$ cat config.mk
export PLATFORM = sky130hd
export DESIGN_NAME = flit_sender
export DESIGN_NICKNAME = d
export VERILOG_FILES = /design/src/rtl/flit_sender.sv
export SDC_FILE = /design/constraint.sdc
export NUM_CORES = 1
export LEC_CHECK = 0
export CAP_MARGIN = 5
export CORE_MARGIN = 1
export CORE_UTILIZATION = 54
export CTS_CLUSTER_SIZE = 12
export DETAILED_ROUTE_END_ITERATION = 8
export PLACE_DENSITY = 0.9
export SKIP_LAST_GASP = 1
export SLEW_MARGIN = 20
export SYNTH_ARGS = -nofsm -noshare
export SYNTH_HDL_FRONTEND = slang
export SYNTH_SLANG_ARGS = --single-unit
$ cat constraint.sdc
create_clock -name clock -period 6.4 [get_ports clock]
set_clock_uncertainty 0.1 [all_clocks]
set_input_delay 0.96 -clock clock [delete_from_list [all_inputs] [get_ports clock]]
set_output_delay 0.96 -clock clock [all_outputs]
set_load 0.03 [all_outputs]
$ cat src/rtl/flit_sender.sv
// Flit sender: pops flits from an upstream buffer into a single registered link
// stage and tracks packet framing (header, size, payload) to flag the last flit.
`ifndef TAM_FLIT
`define TAM_FLIT 16
`endif
`ifndef TAM_BUFFER
`define TAM_BUFFER 16
`endif

module flit_sender #(
   parameter int WIDTH = `TAM_FLIT,
   parameter int DEPTH = `TAM_BUFFER
) (
   input  logic                     clock,
   input  logic                     reset,
   input  logic [WIDTH-1:0]         head,
   input  logic [$clog2(DEPTH):0]   counter,
   output logic                     pull,
   output logic                     tx,
   output logic [WIDTH-1:0]         data_out,
   input  logic                     credit_i,
   output logic                     busy,
   output logic                     pkt_done
);

   typedef enum logic [1:0] {
      S_HEADER,
      S_SIZE,
      S_PAYLOAD
   } state_t;

   state_t             r_state;
   state_t             w_stateNext;
   logic [WIDTH-1:0]   r_remaining;
   logic [WIDTH-1:0]   w_remainingNext;
   logic [WIDTH-1:0]   r_data;
   logic               r_tx;
   logic               r_last;
   logic               w_lastNext;
   logic               r_pktDone;
   logic               r_armed;
   logic               w_accept;
   logic               w_free;
   logic               w_pull;

   assign w_accept = r_tx & credit_i;
   assign w_free   = ~r_tx | w_accept;
   // r_armed keeps the edge that coincides with reset release from pulling
   assign w_pull   = r_armed & (counter != '0) & w_free;

   always_ff @(posedge clock or negedge reset) begin
      if (!reset) begin
         r_state <= S_HEADER;
      end else begin
         r_state <= w_stateNext;
      end
   end

   always_comb begin
      w_stateNext = r_state;
      if (w_pull) begin
         case (r_state)
            S_HEADER:  w_stateNext = S_SIZE;
            S_SIZE:    w_stateNext = (head == '0) ? S_HEADER : S_PAYLOAD;
            S_PAYLOAD: w_stateNext = (r_remaining <= WIDTH'(1)) ? S_HEADER : S_PAYLOAD;
            default:   w_stateNext = S_HEADER;
         endcase
      end
   end

   always_comb begin
      w_lastNext      = 1'b0;
      w_remainingNext = r_remaining;
      if (w_pull) begin
         case (r_state)
            S_SIZE: begin
               w_remainingNext = head;
               w_lastNext      = (head == '0);
            end
            S_PAYLOAD: begin
               if (r_remaining != '0) begin
                  w_remainingNext = r_remaining - WIDTH'(1);
               end
               w_lastNext = (r_remaining <= WIDTH'(1));
            end
            default: begin
               w_lastNext      = 1'b0;
               w_remainingNext = r_remaining;
            end
         endcase
      end
   end

   always_ff @(posedge clock or negedge reset) begin
      if (!reset) begin
         r_armed     <= 1'b0;
         r_data      <= '0;
         r_tx        <= 1'b0;
         r_last      <= 1'b0;
         r_remaining <= '0;
         r_pktDone   <= 1'b0;
      end else begin
         r_armed     <= 1'b1;
         r_remaining <= w_remainingNext;
         r_pktDone   <= w_accept & r_last;
         if (w_pull) begin
            r_data <= head;
            r_tx   <= 1'b1;
            r_last <= w_lastNext;
         end else if (w_accept) begin
            r_tx <= 1'b0;
         end
      end
   end

   assign pull     = w_pull;
   assign tx       = r_tx;
   assign data_out = r_data;
   assign pkt_done = r_pktDone;
   assign busy     = (r_state != S_HEADER) | r_tx;

endmodule

# Yosys cells after proc, flatten, opt, wreduce, memory -nomap -nowiden
# Cells that the tools add are included.
dict set report op_classes {
  reduce_logical 8
  addsub 1
  n_eq_ne 3
  n_mux 8
  n_bitwise 7
  order_cmp 1
}
# op n
set ops {}
lappend ops {{case mux 16 bit (2 select lines)} 1}
lappend ops {{<= comparator 16 x 1 -> 1 bit, second input constant} 1}
lappend ops {{logical NOT 16 bit} 1}
lappend ops {{two-way mux 16 bit} 1}
lappend ops {{nonzero test 16 bit} 1}
lappend ops {{subtractor 16 x 1 -> 16 bit, second input constant} 1}
lappend ops {{case mux 2 bit (3 select lines)} 1}
lappend ops {{nonzero test 2 bit} 3}
lappend ops {{nonzero test 5 bit} 1}
lappend ops {{bitwise AND 1 bit} 4}
lappend ops {{two-way mux 2 bit} 2}
lappend ops {{AND reduction 3 bit} 1}
lappend ops {{equality test 2 x 1 -> 1 bit, second input constant} 1}
lappend ops {{equality test 2 bit, second input constant} 1}
lappend ops {{logical NOT 2 bit} 1}
lappend ops {{two-way mux 1 bit} 2}
lappend ops {{!= test 2 bit, second input constant} 1}
lappend ops {{OR 1 bit} 2}
lappend ops {{case mux 1 bit (2 select lines)} 1}
lappend ops {{inverter 1 bit} 1}
dict set report word_totals {
  ff_bits 38
  output_inout_bits 20
  input_bits 24
}

# Depth between registers and ports, before layout
dict set report depth {
  word_depth 4
  depth_mapped 9
  mapped_depth_nobuf 7
}

# Least setup slack after synthesis
# No wires, ideal clock.
dict set report synth_path {
  kind {input to output}
  startpoint {input counter[0]}
  endpoint {output pull}
  stages 4
  required_time_ns 5.340
  t_arrival_ns 2.139
  path_buffers 1
  setup_slack_ns 3.201
  path_cell_list {or4_1 o211ai_2 inv_2 clkbuf_1}
}
dict set report synth_via {
  elab_chain_len 3
}
# element line_no
set synth_rtl {}
lappend synth_rtl {{start, declared} 17} ;# input logic [$clog2(DEPTH):0] counter,
lappend synth_rtl {{nonzero test 5 bit} 49} ;# assign w_pull = r_armed & (counter != '0) & w_free;
lappend synth_rtl {{bitwise AND 1 bit (2 in a row)} 49}
lappend synth_rtl {{end, declared} 18} ;# output logic pull,
# Every way passes these cells.

# Worst setup path after layout
# Same ends and word-level chain as after synthesis.

==> flow_summary.toml <==
[status]
status = "finished clean"

[hold_path]
hold_start = "data_out[13]$_DFFE_PN0P_"
hold_path_class = "flop to flop"

[sta]
period_needed_ns = 4.28
timing.hold.ws_ns = 0.378
layout_setup_ws_ns = 2.12
final-hold-violation-count = 0
setup_violations = 0
tns_ns = 0
rsz0062_at_grt = "false"
slew_headroom = 0.437
drv_slew = 0
worst_pin_slew_ns = 0.844
period_share = 0.668
max_freq_mhz = 234

[setup_path]
worst_setup_path_end_kind = "primary output"
cp-startpoint = "counter[0]"
cp-start-kind = "input pin"
worstPathRequired_ns = 5.34
crit_arrival_ns = 3.22
r2r_start = "r_state[0]$_DFFE_PN0P_"
cp_max_fo = 26
worstSetupPathType = "input pin to primary output"

[logic_synthesis]
synthFlopType = "dfrtp_1"
syn_inst = 232
synth_cell_type_count = 46
synth_edf_count = 0
synth_fp_nets = 263
synth.cell_area_mm2 = 0.00204
ys_seq_area_frac = 0.465
synth_warnings = 0
syn_area_per_cell_um2 = 8.81
yosys_register_bits = 38
synthArstFlopShare = 1.00

[routing]
vias_per_cell = 5.95
drt_pre_antenna_iters = 6
ant_nets = 0
route.detailed.drc = 0
vias = 1899
wl_um = 4960
first_iter_violations = 296
wl_per_cell_um = 15.5

[power_and_ir_drop]
p_total_mw = 1.02
leakage_nw = 1.14
p_per_area_mw_per_mm2 = 387
irDropWorstVdd_mv = 0.230

[global_route]
grt_pass1_vias = 1746
overflow = 0
antenna_found_initial = 0
grt_usage = 0.261
grt_pass1_wl_um = 8150
grt_max_degree = 39

[cts]
cts_buffer_depth = 2
clkSinkCount = 38
numCtsBuffers = 5
cts_tree = "yes"
cts_root_buf = "clkbuf_8"
postCtsSetupRepairBufs = 0
clk_pin_slew_ns = 0.08
hold_buffers = 0
cts_resized = 0
clock_latency_ns = 0.29
h-tree-depth = 2

[placement]
dp_cells = 311
place_ws_ns = 2.15
routabilityCongestion = 0.805
dp_hpwl_um = 3550
numPortBuffers = 43

[floorplan]
pin_count = 44
die_area_mm2 = 0.00404
core-area_mm2 = 0.00347
start_util = 0.589
chipWidth_um = 63.5
rows = 21
die_y_um = 63.5

[layout]
drive_gt1_frac = 0.0842
antenna_cells = 0
nNetsFinal = 303
fin_cells = 319
final_cell_mix = "61 x nand2_1, 42 x clkdlybuf4s50_1, 38 x dfrtp_1"
area_growth_pct = 28.3
final_common_cell = "nand2_1"

[flow_run]
maxCapViolations = 0
[final cells by class]
class	instances	area [µm²]
Fill cell	268	846
Inverter	8	30.0
Timing Repair Buffer	44	433
Multi-Input combinational cell	175	1010
Sequential cell	38	951
Clock inverter	2	60.1
Clock buffer	6	82.6
Tap cell	46	57.6
[logic make-up (layout without fill, tap and decap cells)]
logic type / count (synthesis) / count (layout) / share of synthesized area
AOI/OAI and AO/OA: 51 / 51 / 0.174
adders and majority gates: 7 / 7 / 0.0428
buffers and inverters: 19 / 60 / 0.0416
DFF: 38 / 38 / 0.465
muxes: 1 / 1 / 0.00490
other: 1 / 1 / 0.00183
and+or+nand+nor: 115 / 115 / 0.269
[metal layers]
metal,global-route usage,share of wire,wire (µm)
met3,0.0543,0.074,366
met4,0.0653,0.018,87
met2,0.422,0.48,2370
met5,0,0,0
met1,0.356,0.43,2130
[power breakdown]
part	switching [mW]	internal (mW)	total, mW
Sequential	0.0720	0.310	0.382
Combinational	0.231	0.150	0.381
Clock	0.0868	0.166	0.253
[metrics by stage]
stage,instance area (µm²),util
floorplan,2040,-
global placement,2480,0.715
detailed placement,2480,0.715
CTS,2620,0.756
global route,2620,0.756
finish,2620,0.756
[state kept, by name (all words and copies together), names as in the netlist]
register and count:
data_out 16, pkt_done 1, r_armed 1, r_last 1, r_remaining 16, r_state 2
tx 1
[critical path, cell delays in order]
cell,delay [ns]
clkdlybuf4s50_1,0.39
or4_1,0.56
o211ai_2,0.15
buf_4,0.28
inv_2,0.22
clkdlybuf4s50_1,0.65
[Yosys cell counts (all sizes together), types with 2 or more instances]
cell / n / share of area
a22oi: 2 / 0.0073
nor2: 19 / 0.035
nor3: 4 / 0.015
o31a: 3 / 0.013
and3: 3 / 0.0092
nand3: 5 / 0.012
o31ai: 2 / 0.0073
inv: 8 / 0.015
or4: 7 / 0.029
buf: 4 / 0.014
clkbuf: 7 / 0.013
or3: 5 / 0.018
nand4: 2 / 0.0061
dfrtp: 38 / 0.47
a31oi: 5 / 0.015
o22a: 5 / 0.022
o211ai: 4 / 0.017
nor4: 5 / 0.015
o21ai: 14 / 0.034
a21oi: 7 / 0.017
o2bb2ai: 2 / 0.0086
nand2: 61 / 0.11
ha: 7 / 0.043
nand2b: 2 / 0.0061
[final timing paths]
path	end	slack [ns]	depth (start not counted)
hold reg to reg	data_out[13]$_DFFE_PN0P_	0.38	2
max in group asynchronous	data_out[1]$_DFFE_PN0P_	5.02	1
min in group asynchronous	data_out[6]$_DFFE_PN0P_	0.66	1
setup / recovery	pull	2.12	6
hold / removal	data_out[13]$_DFFE_PN0P_	0.38	2
setup reg to reg	r_remaining[13]$_DFFE_PN0P_	3.35	7
(Power assumes the default switching activity.)
